===== src/rtl/div_sched.sv =====
// div_sched: round-robin arbiter sharing one clock divider, switching divisors only on clk_out falling edges
module div_sched #(
  parameter int NREQ = 4,
  parameter int DIV_W = 32,
  parameter int MIN_DIV = 2,
  parameter int DEF_DIV = 4,
  parameter int HOLD_PERIODS = 4
) (
  input  logic                    clk_in,
  input  logic                    reset,
  input  logic [NREQ-1:0]         req,
  input  logic [NREQ*DIV_W-1:0]   req_div,
  input  logic                    clk_fb,
  output logic [DIV_W-1:0]        div_out,
  output logic [NREQ-1:0]         grant,
  output logic                    applied,
  output logic                    busy,
  output logic                    err_bad_div
);
  localparam int PW = (NREQ > 1) ? $clog2(NREQ) : 1;
  localparam int HW = $clog2(HOLD_PERIODS + 1);
  typedef enum logic [1:0] {IDLE, WAIT_EDGE, HOLD} state_t;
  state_t state, state_n;
  logic [PW-1:0] rr_ptr, rr_ptr_n, cur, cur_n, win, idx;
  logic [HW-1:0] hold_cnt, hold_cnt_n;
  logic [DIV_W-1:0] cap_div, cap_div_n, div_out_n;
  logic [DIV_W-1:0] slice [NREQ];
  logic [NREQ-1:0] grant_n, others;
  logic clk_fb_q, rise, fall, applied_n, err_n, held;
  for (genvar g = 0; g < NREQ; g++) begin : g_slice
    assign slice[g] = req_div[g*DIV_W +: DIV_W];
  end
  function automatic logic [PW-1:0] inc(input logic [PW-1:0] x);
    return (x == PW'(NREQ - 1)) ? '0 : x + 1'b1;
  endfunction
  assign rise = clk_fb & ~clk_fb_q;
  assign fall = ~clk_fb & clk_fb_q;
  assign others = req & ~(NREQ'(1) << cur);
  assign held = hold_cnt == HW'(HOLD_PERIODS);
  assign busy = state != IDLE;
  // pick the first asserted request at or after rr_ptr, wrapping around
  always_comb begin
    win = rr_ptr;
    idx = '0;
    for (int i = NREQ - 1; i >= 0; i--) begin
      idx = PW'((int'(rr_ptr) + i) % NREQ);
      if (req[idx]) win = idx;
    end
  end
  // next-state and output decisions for arbitration, edge wait and hold
  always_comb begin
    state_n = state;
    rr_ptr_n = rr_ptr;
    cur_n = cur;
    hold_cnt_n = hold_cnt;
    cap_div_n = cap_div;
    div_out_n = div_out;
    grant_n = grant;
    applied_n = applied;
    err_n = 1'b0;
    case (state)
      IDLE: if (|req) begin
        if (slice[win] < DIV_W'(MIN_DIV)) begin
          err_n = 1'b1;
          rr_ptr_n = inc(win);
        end else begin
          cur_n = win;
          cap_div_n = slice[win];
          grant_n = NREQ'(1) << win;
          state_n = WAIT_EDGE;
        end
      end
      WAIT_EDGE: if (!req[cur]) begin
        grant_n = '0;
        rr_ptr_n = inc(cur);
        state_n = IDLE;
      end else if (fall) begin
        div_out_n = cap_div;
        applied_n = 1'b1;
        hold_cnt_n = '0;
        state_n = HOLD;
      end
      HOLD: if (held && (!req[cur] || |others)) begin
        grant_n = '0;
        applied_n = 1'b0;
        rr_ptr_n = inc(cur);
        state_n = IDLE;
      end else if (rise && !held) begin
        hold_cnt_n = hold_cnt + 1'b1;
      end
      default: state_n = IDLE;
    endcase
  end
  // state and datapath registers
  always_ff @(posedge clk_in or negedge reset) begin
    if (!reset) begin
      state <= IDLE;
      rr_ptr <= '0;
      cur <= '0;
      hold_cnt <= '0;
      cap_div <= DIV_W'(DEF_DIV);
      div_out <= DIV_W'(DEF_DIV);
      grant <= '0;
      applied <= 1'b0;
      err_bad_div <= 1'b0;
      clk_fb_q <= 1'b0;
    end else begin
      state <= state_n;
      rr_ptr <= rr_ptr_n;
      cur <= cur_n;
      hold_cnt <= hold_cnt_n;
      cap_div <= cap_div_n;
      div_out <= div_out_n;
      grant <= grant_n;
      applied <= applied_n;
      err_bad_div <= err_n;
      clk_fb_q <= clk_fb;
    end
  end
endmodule


===== config.mk =====
export PLATFORM = sky130hd
export DESIGN_NAME = div_sched
export DESIGN_NICKNAME = d
export VERILOG_FILES = /design/src/rtl/div_sched.sv
export SDC_FILE = /design/constraint.sdc
export NUM_CORES = 1
export LEC_CHECK = 0
export ABC_AREA = 1
export ABC_CLOCK_PERIOD_IN_PS = 2480
export CORE_MARGIN = 2
export CORE_UTILIZATION = 40
export DETAILED_ROUTE_END_ITERATION = 10
export HOLD_SLACK_MARGIN = 0.02
export PLACE_DENSITY = 0.83
export SLEW_MARGIN = 20
export SYNTH_ARGS = -nofsm -noshare
export SYNTH_HDL_FRONTEND = slang
export SYNTH_SLANG_ARGS = --single-unit

===== constraint.sdc =====
create_clock -name clk_in -period 2.48 [get_ports clk_in]
set_input_delay 0.372 -clock clk_in [delete_from_list [all_inputs] [get_ports clk_in]]
set_output_delay 0.372 -clock clk_in [all_outputs]
set_load 0.02 [all_outputs]

==> results of run 1 <==
cells in the final DEF, fill, tap and decap left out, drive strengths merged:
master         Yosys  final
nand2            339    339
clkdlybuf4s50      0    170
nand3            140    140
buf               22    103
dfrtp             78     78
inv               54     55
nand4             35     35
nor2              20     20
ha                14     14
clkbuf            24     14
o21ai              9      9
a21oi              6      6
clkinv             3      5
o22ai              3      3
nor3               2      2
dfstp              2      2
clkinvlp           0      2
dlygate4sd2        0      2
nor3b              1      1
o221ai             1      1
nor4               1      1
or2                1      1
mux2               1      1
xor2               1      1
bufinv             0      1
bufbuf             0      1
through the flow:
stage | power, mW | setup TNS, ns | hold slack, ns | instance area [um^2]
2_1_floorplan | 7.023 | 0 | 0.07641 | 5084
3_3_place_gp | 10.28 | -29.88 | 0.4490 | 7408
3_5_place_dp | 10.44 | -32.06 | 0.4533 | 7415
4_1_cts | 12.74 | -10.22 | 0.1953 | 8083
5_1_grt | 15.15 | -21.41 | 0.2462 | 8499
6_report | 14.13 | -14.68 | 0.1486 | 8499
critical path, stage by stage, from the launching register on:
cell and delay (ns):
dfrtp_2 0.45, buf_6 0.16, nand2_4 0.07, nand3_2 0.08, nand2_1 0.13, inv_2 0.05
nand2_2 0.07, nand2_4 0.07, nand2_4 0.08, nand2_8 0.09, buf_12 0.15, buf_16 0.12
nand3_1 0.07, nand3_1 0.09, nand2_1 0.11, nand2_1 0.07, nor2_2 0.14, nand2_1 0.10
nor2_4 0.14, nand2_4 0.10, buf_6 0.15, nand2_4 0.06, nand2_2 0.06, nand2_1 0.09
nand2_1 0.05
flip-flops by register name (all words and copies together), names as in the netlist:
register / flops
cap_div: 32
cur: 2
div_out: 32
applied: 1
grant: 4
state: 2
clk_fb_q: 1
err_bad_div: 1
hold_cnt: 3
rr_ptr: 2
worst paths after layout:
path                                 start     endpoint  slack, ns
worst max register to register   rr_ptr[0]    rr_ptr[0]      -0.38
worst max-delay path             rr_ptr[0]    rr_ptr[0]      -0.38
max in group asynchronous            reset  cap_div[19]       1.63
worst min register to register  cap_div[2]   cap_div[2]       0.47
worst min-delay path                 reset  cap_div[22]       0.15
min in group clk_in             cap_div[2]   cap_div[2]       0.47
per-layer routing:
| layer | up-vias | part of all wire | track usage |
|---|---|---|---|
| met5 | - | 0 | 0 |
| met4 | 0 | 0.038 | 0.1192 |
| met3 | 63 | 0.075 | 0.05293 |
| met2 | 339 | 0.50 | 0.4181 |
| met1 | 2861 | 0.39 | 0.3180 |
| li1 | 2938 | - | - |
logic make-up after synthesis:
kind of cell             Yosys count  synth area share
multiplexers                       1          0.002217
buffers and inverters            103           0.09140
adder cells (fa/ha/maj)           14           0.03449
flip-flops                        80            0.3947
AO/OA/AOI/OAI                     19           0.02020
XOR/XNOR                           1          0.001725
AND/OR/NAND/NOR                  539            0.4553
power by group:
part	switching [mW]	internal, mW
clock	0.535	0.785
combinational	5.54	4.97
sequential	0.378	1.93
total	6.45	7.68
area by class of cell:
cell class              instances  share of cell area
flip-flops and latches         80              0.2361
well taps                     172             0.02532
repair buffers                280              0.3345
multi-input cells             574              0.3431
clock buffers                  10             0.02694
inverters                      57             0.02561
clock inverters                 6            0.008391
what timing repair did:
| item | 4_1_cts | 5_1_grt |
|---|---|---|
| hold endpoints to repair | 0 | 0 |
| pin swaps | 22 | 23 |
| gates resized for setup | 54 | 54 |
| setup endpoints to repair | 43 | 44 |
| gates cloned | 5 | 7 |
| buffers inserted | 11 | 10 |
synth_stat cells:
cell / number
dfstp_2: 2
buf_4: 4
o221ai_1: 1
dfrtp_1: 78
nand3_2: 1
o21ai_1: 1
nor2_1: 20
nor3b_1: 1
buf_2: 8
o22ai_1: 3
inv_2: 3
nand2_2: 4
clkbuf_1: 24
nand2_1: 335
nor4_1: 1
ha_1: 14
a21oi_1: 6
xor2_1: 1
mux2_2: 1
buf_1: 3
buf_6: 7
nand3_1: 139
nand4_1: 35
clkinv_1: 3
inv_1: 51
o21ai_0: 8
or2_2: 1
nor3_1: 2
==> metrics.md, run 1 <==
| Metric | Value |
|---|---|
| Critical path arrival | `3.09 ns` |
| Post-Syn Instances | `757` |
| Sinks on the clock net | `80` |
| Worst Slack Setup Final | `-0.3827 ns` |
| Flop and latch count out of synthesis | `80` |
| Largest voltage drop on the vdd net | `0.001096 V` |
| Die span in y | `116.7 um` |
| Row cnt | `41` |
| Number of nets at the end of the flow | `1151` |
| Starting density of the core | `0.4057` |
| Buffer depth of the longest clock path | `2` |
| Total routing usage reported by global routing | `0.2533` |
| Average vias per placed instance | `5.260` |
| Cell at the root of the clock tree | `clkbuf_16` |
| RSZ-0062 raised after global routing | `yes` |
| Area added between synthesis and finish | `67.36%` |
| Port bufs | `173` |
| Post-detail-place hpwl | `12.40 mm` |
| Required arrival time at the worst endpoint | `2.71 ns` |
| Layout fillers | `985` |
| Core box area | `0.01252 mm^2` |
| Vias in the first global route | `5790` |
| Number of diodes added for antenna fixing | `0` |
| Share of the synthesized area in the top cell type | `0.3843` |
| Max Slew Vio Count | `0` |
| Clock Pin Slew Worst Setup and Hold Paths | `0.06 ns` |
| DRC violation count after routing | `0` |
| Clock tree from TritonCTS | `done` |
| Clk_lat worst skew | `0.34 ns` |
| LEAKAGE | `4.300 nW` |
| Count of antenna-violating nets left after detailed routing | `0` |
| Post-synth design cell area | `0.005079 mm^2` |
| Proportion of layout cells with a drive suffix above 1 | `0.2066` |
| Startpoint Class | `register` |
| Violated checks | `negative setup slack` |
| Slew HR | `0.3915` |
| Final non-filler cell total | `1179` |
| Num CTS Buffers | `9` |
| Final worst path period share | `1.154` |
| Pin count of the biggest net entering global routing | `74` |
| Routability-driven placement congestion ratio | `0.8404` |
| Overall overflow remaining after global route | `0` |
| Clock Skew | `0.008926 ns` |
| Ratio of total power to cell area | `1663 mW/mm^2` |
| Type of the worst min-delay path | `in2async` |
| CP Capture Type | `register` |
| Average wire per standard cell | `15.59 um` |
| H-Tree Level Count | `3` |
| Worst Max-Slew Pin Slew | `0.9053 ns` |
| Count of cells along the worst register-to-register path | `24` |
| I/O pins | `174` |
| Iter 0 DRT Violations | `523` |
| Number of nets produced by synthesis | `906` |
| Placed cell count | `1130` |
| Proportion of synthesized chip area in sequential cells | `0.3947` |
| Critical path start-end classification | `reg2reg` |
| First-pass GRT wire length | `27.09 mm` |
| Warnings, synthesis | `0` |
| Setup-failing EPs final | `43` |
| Final hold violation count | `0` |
| Multi-input logic area | `0.002917 mm^2` |
| Clock period minus worst slack | `2.863 ns` |
| Number of distinct library cells after synthesis | `28` |
| Post-layout util | `0.6790` |
| Cts hold-fix bufs | `0` |
| Per-instance average area after synthesis | `6.709 um^2` |
| Register Area | `0.002007 mm^2` |
| Vias after detailed routing | `6201` |
| Max FO, Critical Path | `7` |
| Largest area contributor in the synthesized netlist | `dfrtp_1` |
| Initial DRT Pass Iterations | `5` |
| Top cells by area in the synthesized netlist | `dfrtp_1 (38%), nand2_1 (25%), nand3_1 (14%)` |
| Pre-CTS setup slack | `-0.8554 ns` |
| Sum of routed wire length over all layers | `18.38 mm` |
| Die area | `0.01361 mm^2` |
| Die Wd | `116.7 um` |
| Antenna violations before repair | `0` |
| Achievable clock frequency | `0.3493 GHz` |
| # Max-Cap Violations | `0` |
| Outcome | `complete, but fails checks` |
(Power assumes the default switching activity.)
==> run 2: changes to the inputs <==
Settings changed: CORE_ASPECT_RATIO from default to 1.75.
==> run 2 against run 1 <==
  * The flow still finishes with violations (negative setup slack)
  * Worst hold slack worse by 0.13 ns
  * Design area is 4.0% higher
  * Via count is 5.8% higher
  * Core utilization is 3.2 points higher
  * Clock-buffer cell count is 3 higher
  * Die area is 0.26% higher
  * Sequential power hardly changed
  * First-iteration DRC count is 5.0% higher
  * Total power is 11% higher
  * Register-to-register slack worse by 0.17 ns
  * Wire length is 17% higher
==> metrics.md, run 2 (synthesis gave the netlist of run 1 again) <==
| Metric | Value |
|---|---|
| Setup-failing EPs final | `43` |
| Final hold violation count | `0` |
| Slew HR | `0.2143` |
| Largest voltage drop on the vdd net | `0.001629 V` |
| Type of the worst min-delay path | `in2async` |
| Clock Pin Slew Worst Setup and Hold Paths | `0.05 ns` |
| Total routing usage reported by global routing | `0.2765` |
| Post-route standard cell area excluding fillers | `0.008836 mm^2` |
| Number of nets at the end of the flow | `1156` |
| H-Tree Level Count | `3` |
| CP max-delay cell | `dfrtp_2` |
| Commonest cells after routing, fill and taps aside | `nand2_1 (278), clkdlybuf4s50_1 (168), nand3_1 (85), buf_4 (85), dfrtp_1 (76)` |
| Top flop regs | `cap_div (32), div_out (32), grant (4)` |
| Critical-path cell list | `buf_8 -> nand2_2 -> nand2_2 -> nand2_2 -> nand2_2 -> inv_2 -> nand2_4 -> nand3_4 -> nand2_8 -> buf_8 -> nand2_1 -> nand3_2 -> nand2_2 -> nand2_1 -> nor2_1 -> nand2_1 -> nor2_4 -> nand2_2 -> buf_8 -> nand2_4 -> nand2_4 -> nand2_2 -> nand2_1` |
| Post-layout util | `0.7107` |
| Vias in the first global route | `6396` |
| Proportion of layout cells with a drive suffix above 1 | `0.2638` |
| Sum of routed wire length over all layers | `21.42 mm` |
| Number of diodes added for antenna fixing | `0` |
| Area added between synthesis and finish | `73.98%` |
| Max FO, Critical Path | `19` |
| Buf/Inv on CP | `4` |
| Worst Slack Setup Final | `-0.5555 ns` |
| Worst Max-Slew Pin Slew | `1.169 ns` |
| Final worst path period share | `1.224` |
| LEAKAGE | `4.434 nW` |
| Startpoint Class | `register` |
| Die span in y | `153.1 um` |
| Clock Skew | `0.003949 ns` |
| Max Slew Vio Count | `0` |
| Antenna violations before repair | `0` |
| Initial DRT Pass Iterations | `6` |
| CP Capture Type | `register` |
| Critical path arrival | `3.25 ns` |
| First-pass GRT wire length | `29.77 mm` |
| Die Wd | `89.18 um` |
| Combinational fraction of design power | `0.767` |
| Violated checks | `negative setup slack` |
| Clock power share | `0.084` |
| Critical path start-end classification | `reg2reg` |
| Clock tree from TritonCTS | `done` |
| R2R Setup Slk | `-0.56 ns` |
| DRC violation count after routing | `0` |
| Cell seen most often among critical-path stages | `nand2_2` |
| Row cnt | `54` |
| Pin count of the biggest net entering global routing | `81` |
| Sinks on the clock net | `80` |
| Buffer depth of the longest clock path | `2` |
| I/O pins | `174` |
| Setup TNS | `-21.23 ns` |
| Core box area | `0.01243 mm^2` |
| Most common cell after layout, fill and taps aside | `nand2_1` |
| Average vias per placed instance | `5.558` |
| Starting density of the core | `0.4085` |
| Cell at the root of the clock tree | `clkbuf_16` |
| # Max-Cap Violations | `0` |
| Overall overflow remaining after global route | `0` |
| Total chip power | `15.66 mW` |
| RSZ-0062 raised after global routing | `yes` |
| Vias after detailed routing | `6558` |
| Area post-placement | `0.007298 mm^2` |
| Seq pwr share | `0.149` |
| Iter 0 DRT Violations | `549` |
| Category of cells accounting for the largest share of critical-path delay | `simple AND/OR/NAND/NOR gates` |
| Clk_lat worst skew | `0.34 ns` |
| Achievable clock frequency | `0.3294 GHz` |
| Average wire per standard cell | `18.15 um` |
| Port bufs | `173` |
| Ratio of total power to cell area | `1772 mW/mm^2` |
| Post-detail-place hpwl | `11.47 mm` |
| Power spent charging and discharging nets | `7.451 mW` |
| Die area | `0.01365 mm^2` |
| Clock period minus worst slack | `3.035 ns` |
| Required arrival time at the worst endpoint | `2.70 ns` |
| Outcome | `complete, but fails checks` |
| Num CTS Buffers | `9` |
| Routability-driven placement congestion ratio | `0.8967` |
| Cell internal power dissipation | `8.209 mW` |
| Peak per-stage delay on the critical path | `0.46 ns` |
| Switching part of the total | `0.4758` |
| Count of antenna-violating nets left after detailed routing | `0` |
[run 2: cell count changes in the layout (fill, tap and decap cells not counted), moves of 3 or more]
cell      before  now
buf_16         2    8
nand2_1      297  278
nand3_1      120   85
buf_4         76   85
nand3_2       17   52
clkinv_4       3    0
nand2_2       34   49
buf_6         12    6
nand2_4        6   10
[run 2: final timing paths]
| path | startpoint | end | depth (start not counted) |
|---|---|---|---|
| setup reg to reg | rr_ptr[0] | rr_ptr[1] | 23 |
| hold / removal | reset | clk_fb_q | 2 |
| max in group asynchronous | reset | div_out[13] | 2 |
| hold reg to reg | cap_div[2] | cap_div[2] | 2 |
| setup / recovery | rr_ptr[0] | rr_ptr[1] | 23 |
| min in group clk_in | cap_div[2] | cap_div[2] | 2 |
[run 2: worst register-to-register path: cells and delay by family, from the launching register on]
| kind | cells | cell delay, ns |
|---|---|---|
| buffers and inverters | 4 | 0.59 |
| flip-flops | 1 | 0.46 |
| AND/OR/NAND/NOR | 19 | 1.87 |
[run 2: power groups by stage]
stage / sequential [mW] / combinational [mW] / clock [mW]
3_3_place_gp: 2.30 / 7.69 / 0
3_5_place_dp: 2.31 / 7.84 / 0
5_1_grt: 2.41 / 12.8 / 1.38
6_report: 2.33 / 12.0 / 1.31
4_1_cts: 2.31 / 10.0 / 1.32
2_1_floorplan: 2.53 / 4.49 / 0
[run 2: through the flow]
| step | cells | worst slack (ns) | hold WS (ns) |
|---|---|---|---|
| after global routing | 1180 | -0.6446 | 0.07860 |
| after CTS | 1166 | -0.2746 | 0.06663 |
| after floorplan | 757 | 0.007807 | 0.07641 |
| final | 1180 | -0.5555 | 0.02204 |
| after global placement | 1112 | -0.7005 | 0.4211 |
| after detailed placement | 1112 | -0.7743 | 0.4185 |
[run 2: final cells by class]
| class | instances | area [um^2] |
|---|---|---|
| Multi-Input combinational cell | 574 | 3173 |
| Sequential cell | 80 | 2007 |
| Inverter | 57 | 227.7 |
| Timing Repair Buffer | 285 | 2918 |
| Clock buffer | 13 | 260.3 |
| Clock inverter | 3 | 40.04 |
| Fill cell | 888 | 3596 |
| Tap cell | 168 | 210.2 |
[run 2: routing by layer]
metal,wire length [um],global-route usage,vias to the layer above
met5,0,0,-
met4,1807,0.1777,0
met3,1465,0.04698,155
met2,11180,0.4688,445
met1,6963,0.3074,3016
li1,-,-,2942
[run 2: repair_timing]
item | in CTS | in global routing
pin swaps | 45 | 68
buffers inserted | 28 | 14
gates resized for setup | 79 | 100
hold buffers | 0 | 0
gates cloned | 10 | 2
setup endpoints to repair | 43 | 43
==> run 3: changes to the inputs <==
Settings changed: ABC_AREA 1 to 0, TNS_END_PERCENT from default to 30.
==> run 3 against run 2 <==
  * The run still ends with negative setup slack left
  * Largest power group unchanged
  * Design area shrank 4.0%
  * Sequential share of layout area grew 0.92 points
  * Worst hold slack gained 0.023 ns
  * Highest routed layer unchanged
  * Non-clock buffer count shrank 7
  * Critical path depth shrank 9
  * Total power shrank 34%
  * Wire length shrank 6.8%
  * Register-to-register slack lost 0.26 ns
  * Clock-buffer cell count shrank 4
  * Largest cell class unchanged
==> metrics.md, run 3 <==
| Metric | Value |
|---|---|
| Vias after detailed routing | `5644` |
| Share of the synthesized area in the top cell type | `0.3996` |
| Achievable clock frequency | `0.3034 GHz` |
| Per-instance average area after synthesis | `8.336 um^2` |
| Outcome | `complete, but fails checks` |
| Row cnt | `53` |
| Xor/xnor share of the synthesized area | `0.001793` |
| Clock Skew | `0.006867 ns` |
| Worst Max-Slew Pin Slew | `0.7272 ns` |
| Register Area | `0.002004 mm^2` |
| H-Tree Level Count | `3` |
| Multi-input logic area | `0.002958 mm^2` |
| Startpoint Class | `register` |
| Routability-driven placement congestion ratio | `0.9619` |
| Violated checks | `negative setup slack` |
| I/O pins | `174` |
| Ranking of synthesized cells by instance count | `nand3_1 (124), o21ai_0 (95), dfrtp_1 (78)` |
| Proportion of synthesized chip area in sequential cells | `0.4103` |
| Cts hold-fix bufs | `0` |
| Combinational fraction of design power | `0.639` |
| Share of cell area taken by muxes after synthesis | `0.09759` |
| Die area | `0.01315 mm^2` |
| Clock tree from TritonCTS | `done` |
| Clk_lat worst skew | `0.34 ns` |
| Die span in y | `150.2 um` |
| Starting density of the core | `0.4092` |
| Critical path arrival | `3.55 ns` |
| Ratio of total power to cell area | `1224 mW/mm^2` |
| Critical path start-end classification | `reg2reg` |
| Overall overflow remaining after global route | `0` |
| Final hold violation count | `0` |
| Dominant combinational cell family by area after synthesis | `simple AND/OR/NAND/NOR gates` |
| Iter 0 DRT Violations | `475` |
| LEAKAGE | `3.910 nW` |
| Average vias per placed instance | `5.795` |
| Clock power share | `0.144` |
| Number of nets produced by synthesis | `735` |
| Initial DRT Pass Iterations | `7` |
| Sinks on the clock net | `80` |
| Cell at the root of the clock tree | `clkbuf_16` |
| Number of nets at the end of the flow | `981` |
| Number of distinct library cells after synthesis | `43` |
| Share of synthesized cell area in full adder, half adder and majority cells | `0.03586` |
| Top cells by area in the synthesized netlist | `dfrtp_1 (40%), nand3_1 (13%), o21ai_0 (9.7%)` |
| Port bufs | `173` |
| Final worst path period share | `1.329` |
| Sum of routed wire length over all layers | `19.97 mm` |
| Pre-CTS setup slack | `-1.173 ns` |
| Core box area | `0.01194 mm^2` |
| Setup TNS | `-32.22 ns` |
| Leading cell type by number of instances after synthesis | `nand3_1` |
| Flop and latch count out of synthesis | `80` |
| Simple-gate share of the synthesized area | `0.2259` |
| Warnings, synthesis | `0` |
| Largest area contributor in the synthesized netlist | `dfrtp_1` |
| Max FO, Critical Path | `8` |
| Worst Slack Setup Final | `-0.8159 ns` |
| Type of the worst min-delay path | `in2async` |
| Slew HR | `0.5152` |
| CP Capture Type | `register` |
| Antenna violations before repair | `0` |
| Post-Syn Instances | `586` |
| Ys async rst share | `1.000` |
| Vias in the first global route | `5601` |
| Total routing usage reported by global routing | `0.2939` |
| Die Wd | `87.54 um` |
| Largest voltage drop on the vdd net | `0.0005630 V` |
| Setup-failing EPs final | `43` |
| Num CTS Buffers | `9` |
| Count of antenna-violating nets left after detailed routing | `0` |
| Max Slew Vio Count | `0` |
| DRC violation count after routing | `0` |
| Buffer depth of the longest clock path | `2` |
| First-pass GRT wire length | `29.14 mm` |
| Most common cell after layout, fill and taps aside | `clkdlybuf4s50_1` |
| Average wire per standard cell | `20.50 um` |
| # Max-Cap Violations | `0` |
| Post-synthesis compound-gate area fraction | `0.1506` |
| Post-synth design cell area | `0.004885 mm^2` |
| Post-synth top flop | `dfrtp_1` |
| Seq pwr share | `0.217` |
| Required arrival time at the worst endpoint | `2.74 ns` |
| RSZ-0062 raised after global routing | `yes` |
| Pin count of the biggest net entering global routing | `81` |
| Layout fillers | `844` |
| Switching part of the total | `0.4258` |
| Top flop regs | `cap_div (32), div_out (32), grant (4)` |
| Clock period minus worst slack | `3.296 ns` |
| Post-detail-place hpwl | `13.05 mm` |
| Commonest cells after routing, fill and taps aside | `clkdlybuf4s50_1 (169), o21ai_0 (94), buf_4 (81)` |
| Power spent charging and discharging nets | `4.422 mW` |
| Cell internal power dissipation | `5.963 mW` |
| Proportion of layout cells with a drive suffix above 1 | `0.2616` |
| Area added between synthesis and finish | `73.67%` |
| Number of diodes added for antenna fixing | `0` |
| Post-synth EDFFs | `0` |
| Clock Pin Slew Worst Setup and Hold Paths | `0.07 ns` |
==> run 3: cell count changes in the layout (fill, tap and decap cells not counted), moves of 8 or more <==
cell     change
nand3_1     -15
nor2b_1      +8
a22oi_2     +12
nand2_2     -46
mux2i_1     +30
nand4_1     -32
nand2_1    -207
o21ai_0     +86
mux2_2       +9
nand2_4     -10
==> run 3: area by class of cell <==
cell class	count	share of cell area
clock buffers	9	0.02655
clock inverters	7	0.01268
inverters	44	0.01947
multi-input cells	419	0.3487
flip-flops and latches	80	0.2363
well taps	137	0.02021
repair buffers	278	0.3361
==> run 3: power by group through the flow <==
stage                     logic (mW)  clock network [mW]  registers, mW
final                           6.63                1.50           2.25
after global placement          5.09                   0           2.26
after CTS                       6.06                1.49           2.25
after global routing            7.03                1.55           2.32
after detailed placement        5.19                   0           2.28
after floorplan                 2.75                   0           2.50
==> run 3: repair_timing <==
| action | 4_1_cts | 5_1_grt |
|---|---|---|
| endpoints found under the setup margin | 43 | 44 |
| gates resized for setup | 57 | 33 |
| endpoints found under the hold margin | 0 | 0 |
| cloned | 8 | 1 |
| pin swaps | 22 | 12 |
| buffers inserted | 24 | 6 |
==> run 3: worst paths after layout <==
path	start	end	slack (ns)	depth (start not counted)
worst max-delay path	rr_ptr[1]	cap_div[21]	-0.82	14
worst min-delay path	reset	hold_cnt[1]	0.05	1
worst max register to register	rr_ptr[1]	cap_div[21]	-0.82	14
worst min register to register	div_out[2]	div_out[2]	0.48	2
max in group asynchronous	reset	div_out[27]	1.92	1
min in group clk_in	div_out[2]	div_out[2]	0.48	2
==> run 3: metal layers <==
metal / GRT usage / share of wire / vias up
met5: 0 / 0 / -
met4: 0.1838 / 0.058 / 0
met3: 0.03783 / 0.056 / 73
met2: 0.5186 / 0.53 / 302
met1: 0.3249 / 0.35 / 2722
li1: - / - / 2547
==> run 3: critical path, stage by stage, from the launching register on <==
cell,delay [ns]
dfrtp_1,0.42
and3b_2,0.22
or4_4,0.54
buf_12,0.18
buf_12,0.15
nand3_2,0.06
nand3_2,0.10
a22oi_2,0.22
nand4_1,0.23
nor4_4,0.33
buf_4,0.17
nor3_4,0.05
buf_12,0.16
buf_12,0.15
mux2i_2,0.20
==> run 3: kinds of logic (layout without fill, tap and decap cells) <==
kind of cell    after synthesis  in the layout
simple gates                229            229
compound gates              130            130
buf+inv                      87            338
flops                        80             80
mux                          45             45
fa+ha+maj                    14             14
xor+xnor                      1              1
==> run 3: per-stage QoR <==
| step | hold WS [ns] | std cells | area [um^2] | utilization | power, mW |
|---|---|---|---|---|---|
| 2_1_floorplan | 0.07641 | 586 | 4995 | - | 5.246 |
| 3_3_place_gp | 0.4606 | 920 | 7273 | 0.6093 | 7.344 |
| 3_5_place_dp | 0.4711 | 920 | 7273 | 0.6093 | 7.472 |
| 4_1_cts | 0.2406 | 967 | 8247 | 0.6909 | 9.796 |
| 5_1_grt | 0.1177 | 974 | 8483 | 0.7107 | 10.90 |
| 6_report | 0.04504 | 974 | 8483 | 0.7107 | 10.38 |
